$ cat config.mk
export PLATFORM = sky130hd
export DESIGN_NAME = calc1_port_driver
export DESIGN_NICKNAME = d
export VERILOG_FILES = /design/src/rtl/calc1_pkg.sv /design/src/rtl/calc1_op_fifo.sv /design/src/rtl/calc1_port_driver.sv
export SDC_FILE = /design/constraint.sdc
export NUM_CORES = 1
export LEC_CHECK = 0
export CAP_MARGIN = 40
export CORE_MARGIN = 5
export CORE_UTILIZATION = 59
export CTS_CLUSTER_DIAMETER = 120
export DETAILED_ROUTE_END_ITERATION = 8
export MAX_ROUTING_LAYER = met4
export PLACE_DENSITY_LB_ADDON = 0.2
export SLEW_MARGIN = 0
export SYNTH_ARGS = -nofsm -noshare
export SYNTH_HDL_FRONTEND = slang
export SYNTH_SLANG_ARGS = --single-unit
$ cat constraint.sdc
create_clock -name c_clk -period 4.9 [get_ports c_clk]
set_input_delay 1.225 -clock c_clk [delete_from_list [all_inputs] [get_ports c_clk]]
set_output_delay 1.225 -clock c_clk [all_outputs]
set_load 0.03 [all_outputs]
$ cat src/rtl/calc1_pkg.sv
// Shared types and constants for the calc1 port driver: command/response codes,
// FSM state encoding and the queued-op record.
package calc1_pkg;

    localparam int CMD_W  = 4;
    localparam int DATA_W = 32;
    localparam int RESP_W = 2;

    localparam logic [CMD_W-1:0] CMD_NOP = 4'd0;
    localparam logic [CMD_W-1:0] CMD_ADD = 4'd1;
    localparam logic [CMD_W-1:0] CMD_SUB = 4'd2;
    localparam logic [CMD_W-1:0] CMD_SHL = 4'd5;
    localparam logic [CMD_W-1:0] CMD_SHR = 4'd6;

    localparam logic [RESP_W-1:0] RESP_NONE    = 2'd0;
    localparam logic [RESP_W-1:0] RESP_OK      = 2'd1;
    localparam logic [RESP_W-1:0] RESP_ERR     = 2'd2;
    localparam logic [RESP_W-1:0] RESP_TIMEOUT = 2'd3;

    typedef enum logic [2:0] {
        ST_IDLE  = 3'd0,
        ST_SEND1 = 3'd1,
        ST_SEND2 = 3'd2,
        ST_WAIT  = 3'd3,
        ST_HOLD  = 3'd4
    } state_t;

    typedef struct packed {
        logic [CMD_W-1:0]  cmd;
        logic [DATA_W-1:0] data1;
        logic [DATA_W-1:0] data2;
    } op_t;

    function automatic logic is_known_cmd(input logic [CMD_W-1:0] cmd);
        return (cmd == CMD_NOP) || (cmd == CMD_ADD) || (cmd == CMD_SUB) ||
               (cmd == CMD_SHL) || (cmd == CMD_SHR);
    endfunction

endpackage

$ cat src/rtl/calc1_op_fifo.sv
// Small circular FIFO of queued calc1 ops; push and pop may share an edge.
module calc1_op_fifo
    import calc1_pkg::*;
#(
    parameter int  DEPTH = 4,
    localparam int CNT_W = $clog2(DEPTH + 1)
) (
    input  logic             clk,
    input  logic             rst_n,
    input  logic             push,
    input  logic             pop,
    input  op_t              wdata,
    output op_t              rdata,
    output logic [CNT_W-1:0] count,
    output logic             empty
);

    localparam int PTR_W = (DEPTH > 1) ? $clog2(DEPTH) : 1;

    op_t              mem_q [DEPTH];
    logic [PTR_W-1:0] wr_ptr_q, wr_ptr_d;
    logic [PTR_W-1:0] rd_ptr_q, rd_ptr_d;
    logic [CNT_W-1:0] count_q, count_d;
    logic             do_push, do_pop;

    function automatic logic [PTR_W-1:0] ptr_next(input logic [PTR_W-1:0] p);
        return (p == PTR_W'(DEPTH - 1)) ? '0 : p + PTR_W'(1);
    endfunction

    assign do_push = push && (count_q != CNT_W'(DEPTH));
    assign do_pop  = pop && (count_q != '0);

    always_comb begin
        wr_ptr_d = wr_ptr_q;
        rd_ptr_d = rd_ptr_q;
        count_d  = count_q;
        if (do_push) wr_ptr_d = ptr_next(wr_ptr_q);
        if (do_pop)  rd_ptr_d = ptr_next(rd_ptr_q);
        if (do_push && !do_pop)      count_d = count_q + CNT_W'(1);
        else if (!do_push && do_pop) count_d = count_q - CNT_W'(1);
    end

    always_ff @(posedge clk or negedge rst_n) begin
        if (!rst_n) begin
            wr_ptr_q <= '0;
            rd_ptr_q <= '0;
            count_q  <= '0;
        end else begin
            wr_ptr_q <= wr_ptr_d;
            rd_ptr_q <= rd_ptr_d;
            count_q  <= count_d;
        end
    end

    // Storage needs no reset: an empty FIFO never presents its contents.
    always_ff @(posedge clk) begin
        if (do_push) mem_q[wr_ptr_q] <= wdata;
    end

    assign rdata = mem_q[rd_ptr_q];
    assign count = count_q;
    assign empty = (count_q == '0);

endmodule

$ cat src/rtl/calc1_port_driver.sv
// Drives queued ops into one calc1 port as a cmd/data1 beat then a data2 beat,
// waits for the response (or a timeout) and holds the result until accepted.
module calc1_port_driver
    import calc1_pkg::*;
#(
    parameter int FIFO_DEPTH = 4,
    parameter int TIMEOUT    = 64
) (
    input  logic              c_clk,
    input  logic              reset,
    input  logic              op_valid,
    output logic              op_ready,
    input  logic [CMD_W-1:0]  op_cmd,
    input  logic [DATA_W-1:0] op_data1,
    input  logic [DATA_W-1:0] op_data2,
    output logic [CMD_W-1:0]  req_cmd_out,
    output logic [DATA_W-1:0] req_data_out,
    input  logic [RESP_W-1:0] out_resp,
    input  logic [DATA_W-1:0] out_data,
    output logic              res_valid,
    input  logic              res_ready,
    output logic [RESP_W-1:0] res_resp,
    output logic [DATA_W-1:0] res_data,
    output logic [CMD_W-1:0]  res_cmd,
    output logic              busy,
    output state_t            dbg_state
);

    // Handshakes: a transfer happens on a rising edge where valid && ready;
    // valid never depends on ready, and a held result stays stable until taken.

    localparam int CNT_W = $clog2(FIFO_DEPTH + 1);
    localparam int TO_W  = $clog2(TIMEOUT + 1);

    op_t              fifo_wdata, fifo_rdata;
    logic [CNT_W-1:0] fifo_count;
    logic             fifo_empty;
    logic             fifo_push, fifo_pop;

    state_t            state_q, state_d;
    op_t               cur_q, cur_d;
    logic [TO_W-1:0]   cnt_q, cnt_d;
    logic [CMD_W-1:0]  req_cmd_q, req_cmd_d;
    logic [DATA_W-1:0] req_data_q, req_data_d;
    logic              res_valid_q, res_valid_d;
    logic [RESP_W-1:0] res_resp_q, res_resp_d;
    logic [DATA_W-1:0] res_data_q, res_data_d;
    logic [CMD_W-1:0]  res_cmd_q, res_cmd_d;

    assign fifo_wdata = {op_cmd, op_data1, op_data2};
    assign op_ready   = (fifo_count < CNT_W'(FIFO_DEPTH));
    assign fifo_push  = op_valid && op_ready;

    calc1_op_fifo #(.DEPTH(FIFO_DEPTH)) u_fifo (
        .clk   (c_clk),
        .rst_n (reset),
        .push  (fifo_push),
        .pop   (fifo_pop),
        .wdata (fifo_wdata),
        .rdata (fifo_rdata),
        .count (fifo_count),
        .empty (fifo_empty)
    );

    always_comb begin
        state_d     = state_q;
        cur_d       = cur_q;
        cnt_d       = cnt_q;
        req_cmd_d   = CMD_NOP;
        req_data_d  = '0;
        res_valid_d = res_valid_q;
        res_resp_d  = res_resp_q;
        res_data_d  = res_data_q;
        res_cmd_d   = res_cmd_q;
        fifo_pop    = 1'b0;
        case (state_q)
            ST_IDLE: begin
                if (!fifo_empty) begin
                    fifo_pop   = 1'b1;
                    cur_d      = fifo_rdata;
                    req_cmd_d  = fifo_rdata.cmd;
                    req_data_d = fifo_rdata.data1;
                    state_d    = ST_SEND1;
                end
            end
            ST_SEND1: begin
                req_data_d = cur_q.data2;
                state_d    = ST_SEND2;
            end
            ST_SEND2: begin
                cnt_d   = '0;
                state_d = ST_WAIT;
            end
            ST_WAIT: begin
                // A response on the final counted edge still beats the timeout.
                if (out_resp != RESP_NONE) begin
                    res_valid_d = 1'b1;
                    res_resp_d  = out_resp;
                    res_data_d  = out_data;
                    res_cmd_d   = cur_q.cmd;
                    state_d     = ST_HOLD;
                end else if (cnt_q == TO_W'(TIMEOUT - 1)) begin
                    res_valid_d = 1'b1;
                    res_resp_d  = RESP_TIMEOUT;
                    res_data_d  = '0;
                    res_cmd_d   = cur_q.cmd;
                    state_d     = ST_HOLD;
                end else begin
                    cnt_d = cnt_q + TO_W'(1);
                end
            end
            ST_HOLD: begin
                if (res_ready) begin
                    res_valid_d = 1'b0;
                    state_d     = ST_IDLE;
                end
            end
            default: state_d = ST_IDLE;
        endcase
    end

    always_ff @(posedge c_clk or negedge reset) begin
        if (!reset) begin
            state_q     <= ST_IDLE;
            cur_q       <= '0;
            cnt_q       <= '0;
            req_cmd_q   <= '0;
            req_data_q  <= '0;
            res_valid_q <= 1'b0;
            res_resp_q  <= '0;
            res_data_q  <= '0;
            res_cmd_q   <= '0;
        end else begin
            state_q     <= state_d;
            cur_q       <= cur_d;
            cnt_q       <= cnt_d;
            req_cmd_q   <= req_cmd_d;
            req_data_q  <= req_data_d;
            res_valid_q <= res_valid_d;
            res_resp_q  <= res_resp_d;
            res_data_q  <= res_data_d;
            res_cmd_q   <= res_cmd_d;
        end
    end

    assign req_cmd_out  = req_cmd_q;
    assign req_data_out = req_data_q;
    assign res_valid    = res_valid_q;
    assign res_resp     = res_resp_q;
    assign res_data     = res_data_q;
    assign res_cmd      = res_cmd_q;
    assign busy         = (state_q != ST_IDLE) || !fifo_empty;
    assign dbg_state    = state_q;

endmodule

==> results.txt <==
Die ar. -> 28400 sq um
Post-CTS Setup Bufs -> 0
vias per std cell -> 5.72
fin nets -> 1086
Hold Crit Class -> reg2reg
Placed Cells -> 1261
period utilisation layout -> 69.7%
Mapped Nets -> 890
fin cells -> 1333
CTS tree -> built
Rel. slew slack -> 44.5%
Final Util -> 73.4%
DRC -> 0
Setup-failing EPs final -> 0
CP Buf/Inv Count -> 1
DRT antenna net count -> 0
Die W -> 169 um
dominant cell type by area after synthesis -> edfxtp_1
Site Rows -> 58
Post-Route WL -> 28700 um
Clock Skews -> 10.6 ps
largest net degree at the start of global routing -> 70
Peak VDD IR -> 372 uV
core area -> 25000 sq um
met3 Track Usage GR -> 3.88%
Fin. Hold Viols -> 0
register area share after synthesis -> 76.7%
Critical Path Fanout Max -> 18
number of diodes -> 0
unrepaired setup endpoints after global routing -> no
leak pwr -> 6.79 nW
Worst-path clk slew -> 60 ps
CTS max path bufs -> 3
Final WS setup -> 1480 ps
Pins Over Slew Limit -> 0
most frequent cells in the layout -> 272 x edfxtp_1, 184 x clkdlybuf4s50_1, 126 x dfrtp_1
Period minus WS final -> 3420 ps
setup total negative slack -> 0 ps
share of cells above drive strength 1 -> 15.9%
total grt overflow -> 0
f_max -> 0.293 GHz
pre-CTS setup slack -> 1520 ps
delay-heaviest family, CP -> buffers and inverters
status -> finished clean
Synth Area per Inst -> 19.1 sq um
Avg WL per Cell -> 21.5 um
met2 Use GR -> 34.7%
worst path cell trace -> nor2_1 -> nand3b_1 -> clkdlybuf4s50_1
Yosys warning total -> 0
Storage cell area -> 11400 sq um
initial antenna violation count -> 0
Tot GR Track Use -> 21.2%
hold_buf cts -> 0
CP endpoint kind -> output port
CTS Buf Count -> 39
num ports -> 186
post-CTS sizing -> 0
clock latency on the worst-skew pair -> 520 ps
DR pass1 iterations -> 5
number of synthesized flops with an enable pin -> 272
flop and latch count out of synthesis -> 400
chip height -> 169 um
Max Cap Viol -> 0
Slowest-stage cell, CP -> clkdlybuf4s50_1
Top FF cell, synth -> edfxtp_1
fillers -> 1533
Port Buf Inserts -> 185
ys async rst share -> 32.0%
top cell type's share of synthesized area -> 55.1%
clk sinks -> 400
Largest stage delay, worst path -> 680 ps
HPWL after detailed placement -> 17300 um
number of global-route vias before repair -> 8029
Root Buffer -> clkbuf_16
DRT iter0 DRCs -> 565
synthesis-to-layout area growth -> 23.6%
CP Launch Type -> flip-flop
vias -> 7623
Worst EP required -> 3670 ps
multi-input logic area -> 3210 sq um
ranking of synthesized cells by area -> edfxtp_1 55%, dfrtp_1 22%, mux4_2 10%
met1 usage -> 28.5%
Pwr per Cell Area -> 612 nW/um^2
post-synthesis cell type count -> 46
Tightest Pin Transition -> 833 ps
H-tree Lvls -> 2
Netlist Area Pre-Place -> 14800 sq um
Initial Utilization -> 59.4%
first-pass GRT wire length -> 45600 um
WS Path Type -> reg2out
busiest layer in global routing -> met2
WP data arrival -> 2190 ps
most common cell after layout, fill and taps aside -> edfxtp_1
GPL Wtd Cong -> 0.831
synthesized instance count -> 776
## area by class of cell
| class | instances | share of cell area, % |
|---|---|---|
| multi-input combinational | 328 | 17.5 |
| clock buffer | 54 | 6.08 |
| inverter | 5 | 0.102 |
| timing repair buffer | 198 | 11.1 |
| sequential | 400 | 62.1 |
| tap | 330 | 2.25 |
| clock inverter | 18 | 0.833 |
## registers in the layout, indices dropped and copies added, names as in the netlist, 4 cells and up
signal and flops:
res_data 32, req_data_out 32, cur_q 36, req_cmd_out 4
u_fifo.mem_q 272, cnt_q 7, res_cmd 4
## per-layer routing
metal  part of all wire, %  vias to the layer above  wire length [um]
met5                     0                        -                 0
li1                      -                     3411                 -
met4                   2.1                        0               607
met2                    51                      282             14600
met3                   6.7                       50              1910
met1                    40                     3880             11500
## per-stage QoR
step	cell area [sq um]	power (mW)	hold WS, ps
floorplan	14800	7.23	445
global placement	16900	8.32	459
detailed placement	17100	8.45	462
CTS	18300	11.4	475
global route	18300	11.8	492
finish	18300	11.2	468
## worst paths after layout
check / startpoint / end / slack (ps) / depth (start not counted)
max in group asynchronous: reset / req_data_out[17] / 3250 / 2
worst max register to register: u_fifo.rd_ptr_q[0] / req_data_out[12] / 2560 / 3
worst min register to register: cur_q[65] / cur_q[65] / 470 / 1
min in group asynchronous: reset / res_valid / 720 / 1
worst max-delay path: dbg_state[0] / busy / 1480 / 3
worst min-delay path: cur_q[65] / cur_q[65] / 470 / 1
## worst register-to-register path: stages, from the launching register on
cell	delay, ps
dfrtp_4	960
buf_4	480
mux4_2	540
a22o_1	230
## synth_stat cells (2+ instances only)
cell	number
mux4_2	68
mux2_2	5
nand2_1	111
ha_1	7
o21ai_0	5
nor3_1	3
buf_1	3
a31oi_1	2
clkbuf_1	14
dfrtp_1	128
nand2b_1	2
nand3_1	7
xnor2_1	2
a2bb2oi_1	3
a21oi_1	2
edfxtp_1	272
o2111ai_1	2
and2_1	9
inv_1	5
buf_6	7
a21o_1	5
buf_2	15
nor2_1	5
buf_4	4
nor2b_4	2
nand3b_1	3
o211ai_1	3
a22o_1	63
o22a_1	2
## cells by family (layout without fill, tap and decap cells)
logic type	count (synthesis)	in the layout	share of synthesized area, %
simple gates	152	152	4.70
flops	400	400	76.7
mux	73	73	10.7
xor+xnor	3	3	0.177
compound gates	92	92	5.21
buf+inv	48	275	1.80
fa+ha+maj	8	8	0.726
## power breakdown
group | switching [mW] | internal [mW] | total, mW
Clock | 1.19 | 1.70 | 2.89
Sequential | 0.475 | 4.41 | 4.89
Combinational | 1.83 | 1.61 | 3.45
Total | 3.49 | 7.73 | 11.2
Note: power is estimated with default switching activity, not from simulation.
